$ cat src/rtl/vga_pkg.sv
// vga_pkg: VESA 800x600@60 timing constants and vblank scheduler state encoding.
package vga_pkg;
  localparam int H_ACTIVE   = 800;
  localparam int H_TOTAL    = 1056;
  localparam int H_SYNC_ST  = 840;
  localparam int H_SYNC_LEN = 128;
  localparam int V_ACTIVE   = 600;
  localparam int V_TOTAL    = 628;
  localparam int V_SYNC_ST  = 601;
  localparam int V_SYNC_LEN = 4;
  localparam int VBLANK_CYC = (V_TOTAL - V_ACTIVE) * H_TOTAL;
  typedef enum logic [1:0] {IDLE, ARB, GRANT} sched_state_e;
  function automatic logic [7:0] sat_inc(input logic [7:0] v);
    return (v == 8'hFF) ? v : v + 8'd1;
  endfunction
endpackage

$ cat src/rtl/vga_vblank_scheduler_if.sv
// vga_vblank_scheduler_if: agent request/done and scheduler grant/status bundle.
interface vga_vblank_scheduler_if #(parameter int N_REQ = 4) ();
  logic [N_REQ-1:0] req;
  logic [N_REQ-1:0] done;
  logic [N_REQ-1:0] grant;
  logic             window;
  logic             frame_tick;
  logic             timeout;
  logic             overrun;
  logic [7:0]       overrun_cnt;
  modport master (output req, done, input grant, window, frame_tick, timeout, overrun, overrun_cnt);
  modport slave  (input req, done, output grant, window, frame_tick, timeout, overrun, overrun_cnt);
endinterface

$ cat src/rtl/vga_vblank_scheduler_rr_arbiter.sv
// vga_vblank_scheduler_rr_arbiter: combinational round-robin pick starting at ptr_i.
module vga_vblank_scheduler_rr_arbiter #(
  parameter int N  = 4,
  parameter int PW = 2
) (
  input  logic [N-1:0]  req_i,
  input  logic [PW-1:0] ptr_i,
  output logic [N-1:0]  gnt_o,
  output logic [PW-1:0] idx_o,
  output logic          valid_o
);
  always_comb begin
    idx_o   = '0;
    valid_o = 1'b0;
    // Walk offsets high to low so the smallest offset from ptr_i wins.
    for (int k = N - 1; k >= 0; k--) begin
      if (req_i[(int'(ptr_i) + k) % N]) begin
        idx_o   = PW'((int'(ptr_i) + k) % N);
        valid_o = 1'b1;
      end
    end
    gnt_o = valid_o ? (N'(1) << idx_o) : '0;
  end
endmodule

$ cat src/rtl/vga_vblank_scheduler.sv
// vga_vblank_scheduler: round-robin, timeout-bounded sharing of the vblank window among agents.
module vga_vblank_scheduler
  import vga_pkg::*;
#(
  parameter int N_REQ     = 4,
  parameter int MAX_GRANT = 4096,
  parameter int CNT_W     = 13
) (
  input  logic                  pclk,
  input  logic                  rst_n,
  input  logic                  vblnk,
  vga_vblank_scheduler_if.slave bus
);
  localparam int PW = $clog2(N_REQ);
  sched_state_e     state_q;
  logic             vblnk_q, window_q, frame_tick_q, timeout_q, overrun_q;
  logic [N_REQ-1:0] grant_q, arb_gnt;
  logic [PW-1:0]    rr_ptr_q, cur_q, rr_ptr_d, arb_idx;
  logic [CNT_W-1:0] tmo_q;
  logic [7:0]       overrun_cnt_q;
  logic             rise, fall, rel_done, tmo_hit, arb_valid;

  vga_vblank_scheduler_rr_arbiter #(.N(N_REQ), .PW(PW)) u_arb (
    .req_i(bus.req), .ptr_i(rr_ptr_q), .gnt_o(arb_gnt), .idx_o(arb_idx), .valid_o(arb_valid)
  );

  assign rise     = vblnk & ~vblnk_q;
  assign fall     = ~vblnk & vblnk_q;
  // A withdrawn request releases the grant exactly like a done pulse.
  assign rel_done = |(bus.done & grant_q) | ~|(bus.req & grant_q);
  assign tmo_hit  = tmo_q == CNT_W'(MAX_GRANT - 1);
  assign rr_ptr_d = (cur_q == PW'(N_REQ - 1)) ? '0 : cur_q + 1'b1;

  always_ff @(posedge pclk) begin
    if (!rst_n) begin
      state_q       <= IDLE;
      vblnk_q       <= 1'b0;
      grant_q       <= '0;
      cur_q         <= '0;
      rr_ptr_q      <= '0;
      tmo_q         <= '0;
      window_q      <= 1'b0;
      frame_tick_q  <= 1'b0;
      timeout_q     <= 1'b0;
      overrun_q     <= 1'b0;
      overrun_cnt_q <= '0;
    end else begin
      vblnk_q      <= vblnk;
      frame_tick_q <= 1'b0;
      timeout_q    <= 1'b0;
      overrun_q    <= 1'b0;
      if (fall) begin
        state_q  <= IDLE;
        window_q <= 1'b0;
        grant_q  <= '0;
        if (|grant_q) begin
          rr_ptr_q <= rr_ptr_d;
          if (!rel_done) begin
            overrun_q     <= 1'b1;
            overrun_cnt_q <= sat_inc(overrun_cnt_q);
          end
        end
      end else begin
        case (state_q)
          IDLE: if (rise) begin
            state_q      <= ARB;
            window_q     <= 1'b1;
            frame_tick_q <= 1'b1;
          end
          ARB: if (arb_valid) begin
            state_q <= GRANT;
            grant_q <= arb_gnt;
            cur_q   <= arb_idx;
            tmo_q   <= '0;
          end
          GRANT: begin
            tmo_q <= tmo_q + 1'b1;
            if (rel_done || tmo_hit) begin
              state_q  <= ARB;
              grant_q  <= '0;
              rr_ptr_q <= rr_ptr_d;
              if (!rel_done) begin
                timeout_q     <= 1'b1;
                overrun_cnt_q <= sat_inc(overrun_cnt_q);
              end
            end
          end
          default: state_q <= IDLE;
        endcase
      end
    end
  end

  assign bus.grant       = grant_q;
  assign bus.window      = window_q;
  assign bus.frame_tick  = frame_tick_q;
  assign bus.timeout     = timeout_q;
  assign bus.overrun     = overrun_q;
  assign bus.overrun_cnt = overrun_cnt_q;
endmodule
$ cat src/flat_wrapper.sv
// flat-port wrapper written by rule: the top's interface ports become plain ports
module vga_vblank_scheduler_flat import vga_pkg::*;
#(
  parameter int N_REQ     = 4,
  parameter int MAX_GRANT = 4096,
  parameter int CNT_W     = 13
)
  (pclk, rst_n, vblnk, bus_req, bus_done, bus_grant, bus_window, bus_frame_tick, bus_timeout, bus_overrun, bus_overrun_cnt);
  vga_vblank_scheduler_if #(.N_REQ(N_REQ)) bus_i ();
  input  logic pclk;
  input  logic rst_n;
  input  logic vblnk;
  input wire logic [$bits(bus_i.req)-1:0] bus_req;
  input wire logic [$bits(bus_i.done)-1:0] bus_done;
  output wire logic [$bits(bus_i.grant)-1:0] bus_grant;
  output wire logic [$bits(bus_i.window)-1:0] bus_window;
  output wire logic [$bits(bus_i.frame_tick)-1:0] bus_frame_tick;
  output wire logic [$bits(bus_i.timeout)-1:0] bus_timeout;
  output wire logic [$bits(bus_i.overrun)-1:0] bus_overrun;
  output wire logic [$bits(bus_i.overrun_cnt)-1:0] bus_overrun_cnt;
  assign bus_i.req = bus_req;
  assign bus_i.done = bus_done;
  assign bus_grant = bus_i.grant;
  assign bus_window = bus_i.window;
  assign bus_frame_tick = bus_i.frame_tick;
  assign bus_timeout = bus_i.timeout;
  assign bus_overrun = bus_i.overrun;
  assign bus_overrun_cnt = bus_i.overrun_cnt;
  vga_vblank_scheduler #(.N_REQ(N_REQ), .MAX_GRANT(MAX_GRANT), .CNT_W(CNT_W)) u_core (.pclk(pclk), .rst_n(rst_n), .vblnk(vblnk), .bus(bus_i));
endmodule
$ cat config.mk
export PLATFORM = sky130hd
export DESIGN_NAME = vga_vblank_scheduler_flat
export DESIGN_NICKNAME = d
export VERILOG_FILES = /design/src/rtl/vga_pkg.sv /design/src/rtl/vga_vblank_scheduler_if.sv /design/src/rtl/vga_vblank_scheduler_rr_arbiter.sv /design/src/rtl/vga_vblank_scheduler.sv /design/src/flat_wrapper.sv
export SDC_FILE = /design/constraint.sdc
export NUM_CORES = 1
export LEC_CHECK = 0
export CAP_MARGIN = 40
export CORE_MARGIN = 2
export CORE_UTILIZATION = 25
export DETAILED_ROUTE_END_ITERATION = 8
export PLACE_DENSITY_LB_ADDON = 0.1
export SLEW_MARGIN = 20
export SYNTH_ARGS = -nofsm -noshare
export SYNTH_HDL_FRONTEND = slang
export SYNTH_HIERARCHICAL = 1
export SYNTH_SLANG_ARGS = --single-unit
$ cat constraint.sdc
create_clock -name pclk -period 5.82 [get_ports pclk]
set_input_delay 0.873 -clock pclk [delete_from_list [all_inputs] [get_ports pclk]]
set_output_delay 0.873 -clock pclk [all_outputs]
set_load 0.005 [all_outputs]
==> impl_metrics.csv, run 1 <==
group,metric,value,unit
outcome,status,"complete, no violations",
min_path,worst_hold_path_type,"register to register",
cells_and_area,syn_to_final_growth,22.9,%
sta,setup_violations,0,
placed_design,post-place-ws,2.64,ns
clocking,post-cts-setup-buffer-count,0,
pwr,power,706,uW
sta,slew_viol_final,0,
clocking,cts.sinks,36,
placed_design,place_area,2430,sq um
synthesis,synth-seq-cells,36,
setup_path,cp.required,6.01,ns
sta,worstMarginPinSlew,0.757,ns
pwr,cellPowerDensity,273,nW/um^2
synthesis,async_flop_share,0,%
pwr,peakVddDrop,0.0906,mV
floorplanning,io_pins,27,
floorplanning,core_area,8180,sq um
synthesis,synth.distinct_cells,52,
routing,vias_per_cell,4.87,
sta,rsz0062_at_grt,"no",
min_path,worstHoldPathCells,1,
routing,drt_pre_antenna_iters,4,
setup_path,critPathLaunchType,"input pin",
cells_and_area,fill_cells,888,
sta,fmax,348,MHz
setup_path,path_delay_family,"simple AND/OR/NAND/NOR gates",
synthesis,synth_top_family_by_area,"simple AND/OR/NAND/NOR gates",
routing,finalWirelength,5050,microns
setup_path,cp_num_buf_inv,1,
synthesis,synthSimpleGateAreaFrac,31.1,%
sta,min_period,2.87,ns
synthesis,netlist_area,2110,sq um
synthesis,syn_area_per_cell,8.39,sq um
synthesis,synth_cells,251,
clocking,ctsResizeCount,0,
cells_and_area,final_cell_area,2590,sq um
clocking,cts-root-buf,"clkbuf_8",
cells_and_area,antenna_cells,0,
floorplanning,fp.dieW,95.8,microns
routing,drcViolationCount,0,
synthesis,synth_xor_area_share,3.74,%
placed_design,place.gp.congestion,0.765,
placed_design,dp_hpwl,3660,microns
floorplanning,die_h,95.8,microns
synthesis,synth_compound_area_share,15.9,%
global_routing,antenna_found_initial,0,
setup_path,slowest_stage,"or4_1",
sta,period_share,49.3,%
synthesis,yosysSeqAreaShare,34.2,%
clocking,clock_path_buffers,2,
setup_path,worstSetupPathType,"input pin to register",
sta,hold_viol,0,
routing,num_vias,1855,
setup_path,critPathMaxStageDelay,0.53,ns
pwr,p_leak,0.923,nW
synthesis,synth_warnings,6,
global_routing,overflow,0,
placed_design,port_buffers,26,
setup_path,r2r_cells,6,
routing,post_drt_wl_per_cell,13.3,microns
cells_and_area,fin_nets,294,
setup_path,arrival,3.06,ns
sta,relSlewSlack,49.3,%
global_routing,grt_first_pass_wirelength,8400,microns
global_routing,grt_max_degree,22,
clocking,insertion_delay,0.30,ns
synthesis,synth_edf_count,0,
clocking,clk_pin_slew,0.07,ns
setup_path,path_max_fanout,11,
clocking,cts_tree,"built",
job,drv_cap,0,
sta,fin_setup_tns,0,ns
clocking,cts_buffers,5,
routing,drtIter0Drc,54,
sta,skew,0.0108,ns
clocking,hold_buffers,0,
synthesis,synthAdderAreaFrac,4.75,%
floorplanning,fp-row-count,33,
setup_path,critPathCaptureType,"register",
floorplanning,dieArea,9170,sq um
global_routing,grt_pass1_vias,1792,
clocking,cts_max_level,2,
synthesis,ys.flop_type,"dfxtp_1",
routing,final_antenna_net_count,0,
setup_path,path_depth,6,
global_routing,track_usage,11.7,%
sta,fin_ws,2.95,ns
cells_and_area,drive_gt1_share,6.88,%
floorplanning,initial_core_util,25.8,%
synthesis,muxShareOfSynthArea,4.28,%
synthesis,syn_nets,270,
setup_path,crit_chain,"clkdlybuf4s50_1, nand2b_1, a41oi_1, a31oi_4, or4_1, o211a_1",
[registers in the layout, summed over array words and instances, names as in the netlist, 2 cells and up]
| name | flops |
|---|---|
| u_core/tmo_q | 13 |
| u_core/bus.overrun_cnt | 8 |
| u_core/bus.grant | 4 |
| u_core/cur_q | 2 |
| u_core/rr_ptr_q | 2 |
| u_core/state_q | 2 |
[worst reg2reg max path, stage by stage, from the launching register on]
cell     delay, ns
dfxtp_1       0.37
ha_1          0.18
or2b_2        0.32
nor4_4        0.30
a31oi_4       0.20
or4_1         0.53
o211a_1       0.21
[worst paths after layout]
check | endpoint | from | slack (ns)
worst max-delay path | u_core/bus.overrun_cnt[7] | vblnk | 2.95
worst min-delay path | u_core/bus.window | u_core/bus.window | 0.46
worst max register to register | u_core/bus.overrun_cnt[7] | u_core/tmo_q[0] | 3.60
worst min register to register | u_core/bus.window | u_core/bus.window | 0.46
[layer usage]
metal  up-vias  track usage, %  part of all wire, %  wire [microns]
li1        943               -                    -               -
met1       877            14.5                   48            2430
met2        29            19.8                   46            2310
met3         6            2.66                  4.6             231
met4         0            4.64                  1.6              81
met5         -               0                    0               0
[power breakdown]
group	switching (mW)	leakage [nW]	total [mW]	internal (mW)
clock	0.0985	0.0784	0.313	0.214
sequential	0.0125	0.291	0.270	0.258
combinational	0.0698	0.553	0.123	0.0533
[metrics by stage]
step	utilization, %	hold WS [ns]	cells
floorplan	-	0.432	251
global placement	29.7	0.447	373
detailed placement	29.7	0.446	373
CTS	31.6	0.464	381
global route	31.6	0.493	381
finish	31.6	0.458	381
[cell type report]
| cell class | instances | area, sq um | share of cell area [%] |
|---|---|---|---|
| Multi-Input combinational cell | 192 | 1260 | 48.7 |
| Sequential cell | 36 | 721 | 27.9 |
| Timing Repair Buffer | 27 | 268 | 10.3 |
| Tap cell | 105 | 131 | 5.08 |
| Clock inverter | 3 | 90.1 | 3.48 |
| Clock buffer | 5 | 68.8 | 2.66 |
| Inverter | 13 | 48.8 | 1.89 |
[logic make-up after synthesis]
kind of cell               Yosys count
AOI/OAI and AO/OA                   47
xor gates and xnor gates             9
buffers and inverters               23
DFF                                 36
and+or+nand+nor                    119
muxes                                9
adders and majority gates            8
[synthesized netlist by cell type (all sizes together) (3+ instances only)]
master   n  area, sq um
nand4    7         73.8
a21oi   13         65.1
nand2   29          111
mux2i    9         90.1
o21ai    8         40.0
clkbuf   5         28.8
dfxtp   36          721
nor3     9         45.0
nor4     8         65.1
nor2    20         75.1
inv     13         48.8
and3     5         31.3
and2     4         26.3
nand3   14         70.1
nand2b  10         62.6
a211oi   4         30.0
nor2b    3         18.8
xnor2    7         61.3
ha       8          100
or3      3         18.8
buf      4         37.5
[cell usage in the layout, fill, tap and decap left out, types with 2 or more instances in the layout]
master	instances
and2_1	3
a22o_1	2
o21ai_0	8
clkdlybuf4s50_1	26
a211oi_1	4
nand4_1	5
xnor2_1	7
nand3_1	14
nor4_1	7
ha_1	8
nand2_1	28
inv_1	13
nor3_1	9
dfxtp_1	36
mux2i_1	9
nand4_4	2
o21a_1	2
a32oi_1	2
nor2b_1	3
and3_1	5
or4_1	2
or3_1	3
a22oi_1	2
clkbuf_8	5
nand2b_1	10
a21oi_1	13
bufinv_16	3
xor2_1	2
nor2_1	20
a21o_1	2
Note: power is estimated with default switching activity, not from simulation.
==> run 2, diff against run 1 <==
==> constraint.sdc (replaced) <==
create_clock -name pclk -period 3.01 [get_ports pclk]
set_input_delay 0.4515 -clock pclk [delete_from_list [all_inputs] [get_ports pclk]]
set_output_delay 0.4515 -clock pclk [all_outputs]
set_load 0.005 [all_outputs]
==> run 2 against run 1 <==
Net effect:
- worst setup slack worse by 2.2 ns
- via count is 1.2% lower
- worst hold slack better by 0.0037 ns
- clock power is 14% higher
- sequential power is 94% higher
- non-clock buffer count is 2 higher
- die area stayed put
- global-route usage is 0.13 points higher
- critical path depth is 2 higher
- cell count is 0.52% higher
- total power is 59% higher
- critical path type unchanged
==> impl_metrics.csv, run 2 (same netlist as run 1, synthesis figures left out) <==
group,metric,value,unit
outcome,status,"complete, no violations",
floorplanning,io_pins,27,
routing,drcViolationCount,0,
setup_path,slowest_stage,"clkdlybuf4s50_1",
pwr,p_leak,0.899,nW
setup_path,path_max_fanout,11,
sta,fin_ws,0.752,ns
placed_design,place_area,2440,sq um
clocking,cts_buffers,5,
routing,final_antenna_net_count,0,
placed_design,dp_hpwl,3660,microns
sta,min_period,2.26,ns
setup_path,r2r_end,"u_core/bus.overrun_cnt[7]",
global_routing,use_met3,3.05,%
setup_path,cp_num_buf_inv,1,
global_routing,overflow,0,
sta,fin_setup_tns,0,ns
floorplanning,dieArea,9170,sq um
sta,setup_violations,0,
sta,slew_viol_final,0,
pwr,peakVddDrop,0.159,mV
floorplanning,fp-row-count,33,
cells_and_area,drive_gt1_share,6.83,%
clocking,ctsResizeCount,0,
sta,relSlewSlack,61.7,%
clocking,clk_pin_slew,0.07,ns
setup_path,critPathMaxStageDelay,0.69,ns
clocking,cts.sinks,36,
routing,vias_per_cell,4.79,
cells_and_area,final_cell_area,2530,sq um
min_path,worstHoldPathCells,1,
global_routing,grt_first_pass_wirelength,8580,microns
sta,rsz0062_at_grt,"no",
setup_path,r2r_slack,0.80,ns
min_path,hold_end,"u_core/bus.window",
setup_path,path_common_cell,"nor2_1",
setup_path,r2r_start,"u_core/tmo_q[0]",
global_routing,met1_usage,14.7,%
cells_and_area,final_common_cell,"dfxtp_1",
clocking,insertion_delay,0.28,ns
floorplanning,initial_core_util,25.8,%
clocking,clock_path_buffers,2,
cells_and_area,fill_cells,898,
placed_design,post-place-ws,0.456,ns
sta,skew,0.00573,ns
routing,finalWirelength,5000,microns
sta,worstMarginPinSlew,0.567,ns
placed_design,port_buffers,26,
routing,drt_pre_antenna_iters,5,
cells_and_area,fin_nets,296,
setup_path,critPathLaunchType,"input pin",
global_routing,grtUsageMet2,19.8,%
min_path,worst_hold_path_type,"register to register",
cells_and_area,multi_input_area,1260,sq um
sta,period_share,75.0,%
floorplanning,die_h,95.8,microns
pwr,power,1.12,mW
clocking,post-cts-setup-buffer-count,0,
setup_path,cp.required,3.18,ns
floorplanning,fp.dieW,95.8,microns
setup_path,critPathCaptureType,"register",
placed_design,place.gp.congestion,0.750,
global_routing,antenna_found_initial,0,
routing,post_drt_wl_per_cell,13.1,microns
global_routing,track_usage,11.9,%
setup_path,path_delay_family,"simple AND/OR/NAND/NOR gates",
clocking,hold_buffers,0,
min_path,hold_start,"u_core/bus.window",
setup_path,arrival,2.43,ns
global_routing,grt_busiest_layer,"met2",
cells_and_area,final_cell_mix,"dfxtp_1, nand2_1, clkdlybuf4s50_1, nor2_1, nand3_1",
cells_and_area,final_util,31.0,%
global_routing,grt_max_degree,22,
setup_path,r2r_cells,6,
job,drv_cap,0,
floorplanning,core_area,8180,sq um
pwr,cellPowerDensity,442,nW/um^2
cells_and_area,syn_to_final_growth,20.3,%
cells_and_area,largest_reg_flops,13,
routing,num_vias,1833,
routing,drtIter0Drc,40,
sta,fmax,443,MHz
clocking,cts-root-buf,"clkbuf_8",
global_routing,grt_pass1_vias,1817,
cells_and_area,antenna_cells,0,
sta,hold_viol,0,
setup_path,worstSetupPathType,"input pin to register",
clocking,cts_max_level,2,
cells_and_area,max_flop_register,"u_core/tmo_q",
cells_and_area,area.sequential,721,sq um
clocking,cts_tree,"built",
setup_path,crit_chain,"clkdlybuf4s50_1, nor2_1, nand2_1, nand2b_1, nand4_1, nor4_1, xnor2_1, nor2_1",
-- run 2: metal layers --
metal,up-vias,wire length (microns)
met5,-,0
met4,0,95
met3,10,271
met2,31,2300
met1,850,2340
li1,942,-
-- run 2: power breakdown --
part / leakage, nW / internal, mW / switching, mW
registers: 0.291 / 0.499 / 0.0244
logic: 0.563 / 0.105 / 0.136
clock network: 0.0455 / 0.187 / 0.170
-- run 2: stage by stage --
step | std cells | hold slack [ns]
after floorplan | 251 | 0.432
after global placement | 375 | 0.440
after detailed placement | 375 | 0.448
after CTS | 383 | 0.468
after global routing | 383 | 0.497
final | 383 | 0.461
-- run 2: worst max-delay path by stage --
stage / end / depth (start not counted) / start
floorplan: u_core/bus.overrun_cnt[7] / 6 / u_core/tmo_q[0]
global placement: u_core/bus.overrun_cnt[7] / 6 / vblnk
detailed placement: u_core/bus.overrun_cnt[7] / 6 / vblnk
CTS: u_core/tmo_q[12] / 8 / bus_req[3]
global route: u_core/state_q[0] / 8 / bus_req[3]
finish: u_core/tmo_q[12] / 8 / bus_req[3]
-- run 2: layout make-up --
type,instances,share of cell area (%)
clock buffers,8,3.56
repair buffers,29,11.2
well taps,105,5.19
inverters,13,1.93
flip-flops and latches,36,28.4
multi-input cells,192,49.7
==> run 3, diff against run 2 <==
==> constraint.sdc (replaced) <==
create_clock -name pclk -period 2.3 [get_ports pclk]
set_input_delay 0.345 -clock pclk [delete_from_list [all_inputs] [get_ports pclk]]
set_output_delay 0.345 -clock pclk [all_outputs]
set_load 0.005 [all_outputs]
==> run 3 against run 2 <==
Net effect:
- wire length grew 1.4%
- worst hold slack got worse by 0.0043 ns
- flip-flop and latch count did not move
- clock skew decreased by 0.0025 ns
- first-iteration DRC count is 2.5% higher
- register-to-register slack worse by 0.70 ns
- sequential power increased by 31%
- final area up 4.6%
- global-route usage rose by 0.21 points
- critical endpoint is now u_core/bus.overrun_cnt[7]
- largest cell class unchanged
==> impl_metrics.csv, run 3 (same netlist as run 1, synthesis figures left out) <==
group,metric,value,unit
global_routing,overflow,0,
floorplanning,initial_core_util,25.8,%
cells_and_area,final_common_cell,"dfxtp_1",
setup_path,path_delay_family,"simple AND/OR/NAND/NOR gates",
min_path,worstHoldPathCells,1,
sta,worstMarginPinSlew,0.429,ns
cells_and_area,area.sequential,722,sq um
cells_and_area,max_flop_register,"u_core/tmo_q",
setup_path,worstSetupPathType,"register to register",
clocking,clk_pin_slew,0.08,ns
min_path,worst_hold_path_type,"register to register",
setup_path,r2r_cells,6,
clocking,cts.sinks,36,
setup_path,cp.required,2.49,ns
routing,drt_pre_antenna_iters,4,
cells_and_area,antenna_cells,0,
setup_path,r2r_slack,0.10,ns
global_routing,grt_max_degree,20,
routing,vias_per_cell,4.73,
sta,relSlewSlack,71.1,%
cells_and_area,largest_reg_flops,13,
clocking,clock_path_buffers,2,
sta,fmax,455,MHz
clocking,cts_max_level,2,
routing,post_drt_wl_per_cell,12.7,microns
clocking,cts_tree,"built",
sta,hold_viol,0,
floorplanning,core_area,8180,sq um
clocking,hold_buffers,0,
cells_and_area,fill_cells,911,
routing,drtIter0Drc,41,
global_routing,grt_pass1_vias,1822,
sta,fin_setup_tns,0,ns
placed_design,port_buffers,26,
cells_and_area,fin_nets,311,
pwr,p_leak,0.976,nW
setup_path,arrival,2.38,ns
setup_path,critPathMaxStageDelay,0.52,ns
cells_and_area,final_cell_mix,"dfxtp_1, nand2_1, clkdlybuf4s50_1, nor2_1, buf_4",
global_routing,track_usage,12.1,%
routing,final_antenna_net_count,0,
clocking,cts-root-buf,"clkbuf_8",
outcome,status,"complete, no violations",
setup_path,slowest_stage,"or4_1",
cells_and_area,syn_to_final_growth,25.8,%
global_routing,grt_first_pass_wirelength,8600,microns
sta,setup_violations,0,
setup_path,cp_num_buf_inv,0,
clocking,cts_buffers,5,
sta,min_period,2.20,ns
cells_and_area,drive_gt1_share,12.6,%
sta,skew,0.00323,ns
floorplanning,io_pins,27,
sta,period_share,95.5,%
clocking,insertion_delay,0.29,ns
job,drv_cap,0,
placed_design,place.gp.congestion,0.783,
routing,drcViolationCount,0,
setup_path,crit_chain,"ha_1, or2b_2, nor4_4, a31oi_4, or4_1, o211a_1",
global_routing,antenna_found_initial,0,
floorplanning,fp.dieW,95.8,microns
setup_path,critPathLaunchType,"register",
placed_design,dp_hpwl,3780,microns
setup_path,path_depth,6,
pwr,cellPowerDensity,566,nW/um^2
setup_path,path_max_fanout,8,
floorplanning,die_h,95.8,microns
sta,rsz0062_at_grt,"no",
setup_path,critPathCaptureType,"register",
pwr,peakVddDrop,0.163,mV
floorplanning,fp-row-count,33,
cells_and_area,multi_input_area,1260,sq um
routing,num_vias,1882,
sta,slew_viol_final,0,
cells_and_area,final_util,32.4,%
routing,finalWirelength,5070,microns
floorplanning,dieArea,9170,sq um
-- run 3: path summary, 6_finish.rpt --
check                              endpoint         startpoint
setup / recovery  u_core/bus.overrun_cnt[7]    u_core/tmo_q[1]
setup reg to reg  u_core/bus.overrun_cnt[7]    u_core/tmo_q[1]
hold reg to reg           u_core/bus.window  u_core/bus.window
hold / removal            u_core/bus.window  u_core/bus.window
-- run 3: power by group --
part	total, mW	internal (mW)	switching [mW]	leakage, nW
logic	0.337	0.155	0.182	0.633
registers	0.686	0.654	0.0322	0.292
clock network	0.477	0.239	0.238	0.0510
total	1.50	1.05	0.452	0.976
-- run 3: stage by stage --
stage | power (mW) | instance area (sq um) | setup WS, ns | cells | hold slack (ns)
4_1_cts | 1.52 | 2640 | 0.112 | 397 | 0.462
3_3_place_gp | 1.04 | 2550 | 0.0533 | 389 | 0.438
6_report | 1.50 | 2650 | 0.104 | 398 | 0.457
2_1_floorplan | 0.921 | 2110 | 0.298 | 251 | 0.432
5_1_grt | 1.61 | 2650 | 0.00433 | 398 | 0.479
3_5_place_dp | 1.04 | 2550 | 0.0538 | 389 | 0.445
-- run 3: layout make-up --
class                   instances  share of cell area, %
clock buffers                   6                   3.12
clock inverters                 2                  0.378
inverters                      13                   1.84
multi-input cells             192                   47.5
flip-flops and latches         36                   27.2
well taps                     105                   4.96
repair buffers                 44                   14.9
-- run 3: what timing repair did --
item,CTS,global route
resized for setup,0,1
endpoints found under the setup margin,0,1
setup buffers,0,1
-- run 3: routing by layer --
layer | track usage (%) | wire, microns | vias up | share of wire [%]
li1 | - | - | 980 | -
met1 | 14.7 | 2490 | 870 | 49
met2 | 20.8 | 2310 | 25 | 45
met3 | 2.82 | 197 | 7 | 3.9
met4 | 4.29 | 78 | 0 | 1.5
met5 | 0 | 0 | - | 0
